--- config.mk ---
export PLATFORM = sky130hd
export DESIGN_NAME = serial_word_loader
export DESIGN_NICKNAME = d
export VERILOG_FILES = /design/src/rtl/logic_pkg.sv /design/src/rtl/shift_in_core.sv /design/src/rtl/serial_word_loader.sv
export SDC_FILE = /design/constraint.sdc
export NUM_CORES = 1
export LEC_CHECK = 0
export CAP_MARGIN = 15
export CORE_MARGIN = 1.5
export CORE_UTILIZATION = 34
export DETAILED_ROUTE_END_ITERATION = 8
export PLACE_DENSITY_LB_ADDON = 0.08
export SLEW_MARGIN = 20
export SYNTH_ARGS = -nofsm -noshare
export SYNTH_HDL_FRONTEND = slang
export SYNTH_HIERARCHICAL = 1
export SYNTH_SLANG_ARGS = --single-unit
--- constraint.sdc ---
create_clock -name Clk -period 2.7 [get_ports Clk]
set_input_delay 0.54 -clock Clk [delete_from_list [all_inputs] [get_ports Clk]]
set_output_delay 0.54 -clock Clk [all_outputs]
set_load 0.01 [all_outputs]
--- src/rtl/logic_pkg.sv ---
// Shared types and defaults for the serial word loader and its shift core.
package logic_pkg;

    typedef enum logic [1:0] {
        IDLE  = 2'd0,
        SHIFT = 2'd1,
        LOAD  = 2'd2
    } ldr_state_t;

    localparam int LDR_W_DEFAULT = 8;

endpackage

--- src/rtl/shift_in_core.sv ---
// MSB-first W-bit shift register plus frame bit counter, both with
// synchronous clear; sequencing is decided by the owning FSM.
module shift_in_core
    import logic_pkg::*;
#(
    parameter int W  = LDR_W_DEFAULT,
    parameter int CW = 4
) (
    input  logic          clk_i,
    input  logic          rst_n_i,
    input  logic          clr_i,
    input  logic          shift_i,
    input  logic          first_i,
    input  logic          inc_i,
    input  logic          bit_i,
    output logic [W-1:0]  sh_o,
    output logic [CW-1:0] cnt_o
);

    logic [W-1:0]  sh_q, sh_d;
    logic [CW-1:0] cnt_q, cnt_d;

    // Next-state for shift register and counter; clear wins over shift/count.
    always_comb begin
        sh_d  = sh_q;
        cnt_d = cnt_q;
        if (clr_i) begin
            sh_d  = {W{1'b0}};
            cnt_d = {CW{1'b0}};
        end else begin
            if (shift_i) begin
                sh_d = {sh_q[W-2:0], bit_i};
            end else begin
                sh_d = sh_q;
            end
            if (first_i) begin
                cnt_d = CW'(1);
            end else if (inc_i) begin
                cnt_d = cnt_q + CW'(1);
            end else begin
                cnt_d = cnt_q;
            end
        end
    end

    // State registers with synchronous active-low reset.
    always_ff @(posedge clk_i) begin
        if (!rst_n_i) begin
            sh_q  <= {W{1'b0}};
            cnt_q <= {CW{1'b0}};
        end else begin
            sh_q  <= sh_d;
            cnt_q <= cnt_d;
        end
    end

    assign sh_o  = sh_q;
    assign cnt_o = cnt_q;

endmodule

--- src/rtl/serial_word_loader.sv ---
// Assembles an MSB-first serial frame and strobes the word into the downstream
// register stage via D/notE. Optional even-parity frame check: SERIAL_PARITY_EN.
module serial_word_loader
    import logic_pkg::*;
#(
    parameter int W = LDR_W_DEFAULT
) (
    input  logic         Clk,
    input  logic         notRst,
    input  logic         SerD,
    input  logic         SerV,
    output logic         SerRdy,
    output logic [W-1:0] D,
    output logic         notE,
    output logic         Busy,
    output logic         Err
);

`ifdef SERIAL_PARITY_EN
    localparam int NBITS = W + 1;
`else
    localparam int NBITS = W;
`endif
    localparam int CW = $clog2(W + 2);

    ldr_state_t    state_q, state_d;
    logic [W-1:0]  d_q, d_d;
    logic [W-1:0]  sh_s;
    logic [CW-1:0] cnt_s;
    logic          accept_s, last_s;
    logic          shift_s, first_s, inc_s, clr_s;
    logic          not_e_q, busy_q;

    assign accept_s = SerV & SerRdy;
    assign last_s   = (cnt_s == CW'(NBITS - 1));

`ifdef SERIAL_PARITY_EN
    logic perr_s;
    logic err_q;

    function automatic logic parity_err(input logic [W-1:0] data, input logic pbit);
        return ^{data, pbit};
    endfunction
`else
    // The final data bit is taken straight from SerD, so the core's MSB is never read.
    logic sh_msb_unused_s;
    assign sh_msb_unused_s = sh_s[W-1];
`endif

    shift_in_core #(
        .W  (W),
        .CW (CW)
    ) u_core (
        .clk_i   (Clk),
        .rst_n_i (notRst),
        .clr_i   (clr_s),
        .shift_i (shift_s),
        .first_i (first_s),
        .inc_i   (inc_s),
        .bit_i   (SerD),
        .sh_o    (sh_s),
        .cnt_o   (cnt_s)
    );

    // FSM next-state and core control.
    always_comb begin
        state_d = state_q;
        d_d     = d_q;
        shift_s = 1'b0;
        first_s = 1'b0;
        inc_s   = 1'b0;
        clr_s   = 1'b0;
`ifdef SERIAL_PARITY_EN
        perr_s  = 1'b0;
`endif
        case (state_q)
            IDLE: begin
                if (accept_s) begin
                    shift_s = 1'b1;
                    first_s = 1'b1;
                    state_d = SHIFT;
                end else begin
                    state_d = IDLE;
                end
            end
            SHIFT: begin
                if (accept_s && last_s) begin
`ifdef SERIAL_PARITY_EN
                    // Final bit is parity: sh already holds the full data word.
                    if (parity_err(sh_s, SerD)) begin
                        perr_s  = 1'b1;
                        clr_s   = 1'b1;
                        state_d = IDLE;
                    end else begin
                        inc_s   = 1'b1;
                        d_d     = sh_s;
                        state_d = LOAD;
                    end
`else
                    shift_s = 1'b1;
                    inc_s   = 1'b1;
                    d_d     = {sh_s[W-2:0], SerD};
                    state_d = LOAD;
`endif
                end else if (accept_s) begin
                    shift_s = 1'b1;
                    inc_s   = 1'b1;
                end else begin
                    state_d = SHIFT;
                end
            end
            LOAD: begin
                clr_s   = 1'b1;
                state_d = IDLE;
            end
            default: begin
                clr_s   = 1'b1;
                state_d = IDLE;
            end
        endcase
    end

    // State and registered outputs; strobe and Busy are derived from the next state.
    always_ff @(posedge Clk) begin
        if (!notRst) begin
            state_q <= IDLE;
            d_q     <= {W{1'b0}};
            not_e_q <= 1'b1;
            busy_q  <= 1'b0;
        end else begin
            state_q <= state_d;
            d_q     <= d_d;
            not_e_q <= (state_d != LOAD);
            busy_q  <= (state_d != IDLE);
        end
    end

`ifdef SERIAL_PARITY_EN
    // One-cycle parity error pulse.
    always_ff @(posedge Clk) begin
        if (!notRst) begin
            err_q <= 1'b0;
        end else begin
            err_q <= perr_s;
        end
    end

    assign Err = err_q;
`else
    assign Err = 1'b0;
`endif

    assign SerRdy = notRst & (state_q != LOAD);
    assign D      = d_q;
    assign notE   = not_e_q;
    assign Busy   = busy_q;

endmodule

==> implementation parameters, run 1 <==
Parameter                              Value

CTS
  Clock latency on the worst-skew pair    0.31 ns
  Maximum clock path buffer count    2
  Clock buffers created by TritonCTS    3
  CTS tree    done
  Deepest level of the CTS H-tree    1
  Count of hold-fix buffers inserted at cts    0
  Root Buffer    clkbuf_4
  Number of clock sinks    23
  Number of buffers inserted by post-CTS setup repair    0
  Clock transition at the registers of the reported paths    0.13 ns
  Number of gates resized after cts    0

Floorplan
  Total I/O pin count    16
  Width of the chip    approximately 57 microns
  Initial Util    35.8%
  Area of the core    2760 sq um
  Die Y    ~57 microns
  Total Die Area    about 3200 sq um
  Number of standard-cell rows in the floorplan    19

Critical path
  Critical path type    primary input to output port
  R2R Setup Slk    roughly 1.1 ns
  Endpoint of the most critical register-to-register path    u_core/cnt_o[3]
  Data required time of the worst path    2.16 ns
  Worst R2R Path Depth    5
  CP Data Arrival Time    1.76 ns
  Origin of the critical flop-to-flop path    state_q[1]
  Type of element capturing the critical path    output port
  Critical Path Fanout Max    3
  Setup crit start kind    primary input

GRT
  Initial antenna violation count    0
  Maximum number of pins on one net before global-route repair    20
  Vias in the first global route    approximately 600
  Overall track demand over capacity in global routing    11.6%
  Global-route wire length before repair    2840 microns
  Final global-route overflow total    0

Synthesis
  Count of synthesis-stage warnings from yosys    6
  Post-synth design cell area    987 sq um
  Post-Syn Instances    97
  Synth Net Count    just over 100
  Mean post-synth cell area    10.2 sq um

Pwr
  Pleak    0.434 nW
  Internal cell power    roughly 420 uW
  Maximum resistive drop on vdd    0.000238 V
  Sw Ratio    24.1%
  Switching power    132 uW
  Relative contribution of the clock network to total power    29.4%
  Share of power burned in registers    63.6%
  Proportion of power drawn by combinational gates    7.0%
  Power density over cell area    468 nW/um^2

STA
  Setup_tns    0 ns
  Total of endpoints with negative setup slack in the final report    0
  Setup repair after global routing missed its margin    false
  Final number of max-transition violations    0
  Fin crit period    between 2 and 2.5 ns
  Final hold violation count    0
  Setup skew after layout    0.00339 ns
  Max Clk Rate    0.436 GHz
  Final cycle utilization of the critical path    between 80% and 90%

Layout
  Final net count    between 100 and 150
  Share of final-layout standard cells stronger than drive strength 1    roughly an eighth
  Total area of sequential cells    460 sq um
  Footprint of the multi-input gates    482 sq um
  End-of-flow core utilization    42.6%
  Number of inserted diodes    0
  Total of fill cells in the finished design    278
  Area growth from synthesis to layout    19.0%

Status
  Result of the run    complete, no violations

Min path
  Min-Delay Path Depth    2
  Worst hold path startpoint    D[7]
  Hold Path End    D[7]
  Worst min-delay path class    flop to flop

Routing
  First-iteration detailed-routing DRC count    20
  Via Count    683
  Via-to-Cell Ratio    a little under 5
  Detailed Route WL    1700 microns
  Post-route DRC violation count    0
  Antenna violation net count after detailed routing    0
  Total iterations of the first detailed-routing run    4
  Detail-routed net length per standard cell    11.9 microns

Run
  Max-cap violations    0

Placement
  HPWL after detailed placement    1180 microns
  GP Congestion    0.770
  Count of port buffers added during placement    14
==> registers in the layout, summed over array words and instances, names as in the netlist <==
signal	cells
u_core/cnt_o	4
state_q	2
D	8
notE	1
Busy	1
u_core/sh_o	7
==> worst max path at each step <==
stage	start	to	slack (ns)	cells after the start
after global routing	notRst	SerRdy	0.32	3
after floorplan	notRst	u_core/cnt_o[3]	0.99	6
final	notRst	SerRdy	0.40	3
after CTS	notRst	SerRdy	0.39	3
after detailed placement	notRst	SerRdy	0.39	3
after global placement	notRst	SerRdy	0.42	3
==> metal layers <==
layer | GRT usage [%] | vias to the layer above | wire length, microns
li1 | - | 350 | -
met1 | 16.6 | 319 | 881
met2 | 15.4 | 12 | 723
met3 | 3.00 | 2 | 73
met4 | 6.98 | 0 | 17
met5 | 0 | - | 0
==> placed cells by master, fill, tap and decap left out, types with 2 or more instances in the layout <==
master,instances
dfxtp_1,23
nand2_1,18
mux2i_1,16
clkdlybuf4s50_1,14
nor2_1,9
clkbuf_4,3
inv_1,2
buf_4,2
==> critical path, stage by stage <==
cell,delay (ns)
clkdlybuf4s50_1,0.48
a21boi_0,0.17
clkdlybuf4s50_1,0.56
==> power groups by stage <==
stage | registers, mW | clock network, mW | logic, mW
after floorplan | 0.357 | 0 | 0.0258
after global placement | 0.357 | 0 | 0.0382
after detailed placement | 0.357 | 0 | 0.0387
after CTS | 0.350 | 0.171 | 0.0389
after global routing | 0.351 | 0.185 | 0.0423
final | 0.350 | 0.161 | 0.0385
==> through the flow <==
step | cells | total power [mW] | cell area (sq um) | worst slack (ns) | hold WS [ns]
finish | 142 | 0.550 | 1170 | 0.405 | 0.464
CTS | 142 | 0.560 | 1170 | 0.392 | 0.469
detailed placement | 138 | 0.396 | 1150 | 0.393 | 0.445
floorplan | 97 | 0.382 | 987 | 0.989 | 0.437
global placement | 138 | 0.395 | 1150 | 0.415 | 0.442
global route | 142 | 0.579 | 1170 | 0.319 | 0.480
==> final cells by class <==
class                      instances  area share (%)
inverter                           3           0.958
timing repair buffer              16            13.2
clock inverter                     1           0.426
multi-input combinational         65            41.0
clock buffer                       3            1.92
sequential                        23            39.2
tap                               31            3.30
Power figures use the tool's default switching activity.
==> run 2: changes to the inputs <==
--- a/config.mk
+++ b/config.mk
@@ -9,6 +9,7 @@
 export CORE_MARGIN = 1.5
 export CORE_UTILIZATION = 34
 export DETAILED_ROUTE_END_ITERATION = 8
+export HOLD_SLACK_MARGIN = 0.12
 export PLACE_DENSITY_LB_ADDON = 0.08
 export SLEW_MARGIN = 20
 export SYNTH_ARGS = -nofsm -noshare
==> results of run 2 <==
The final DEF is identical to that of run 1; final timing and power are the same.
==> run 3: changes to the inputs <==
--- a/config.mk
+++ b/config.mk
@@ -11,7 +11,6 @@
 export DETAILED_ROUTE_END_ITERATION = 8
 export HOLD_SLACK_MARGIN = 0.12
 export PLACE_DENSITY_LB_ADDON = 0.08
-export SLEW_MARGIN = 20
 export SYNTH_ARGS = -nofsm -noshare
 export SYNTH_HDL_FRONTEND = slang
 export SYNTH_HIERARCHICAL = 1
==> results of run 3 <==
The final DEF is identical to that of run 1; final timing and power are the same.
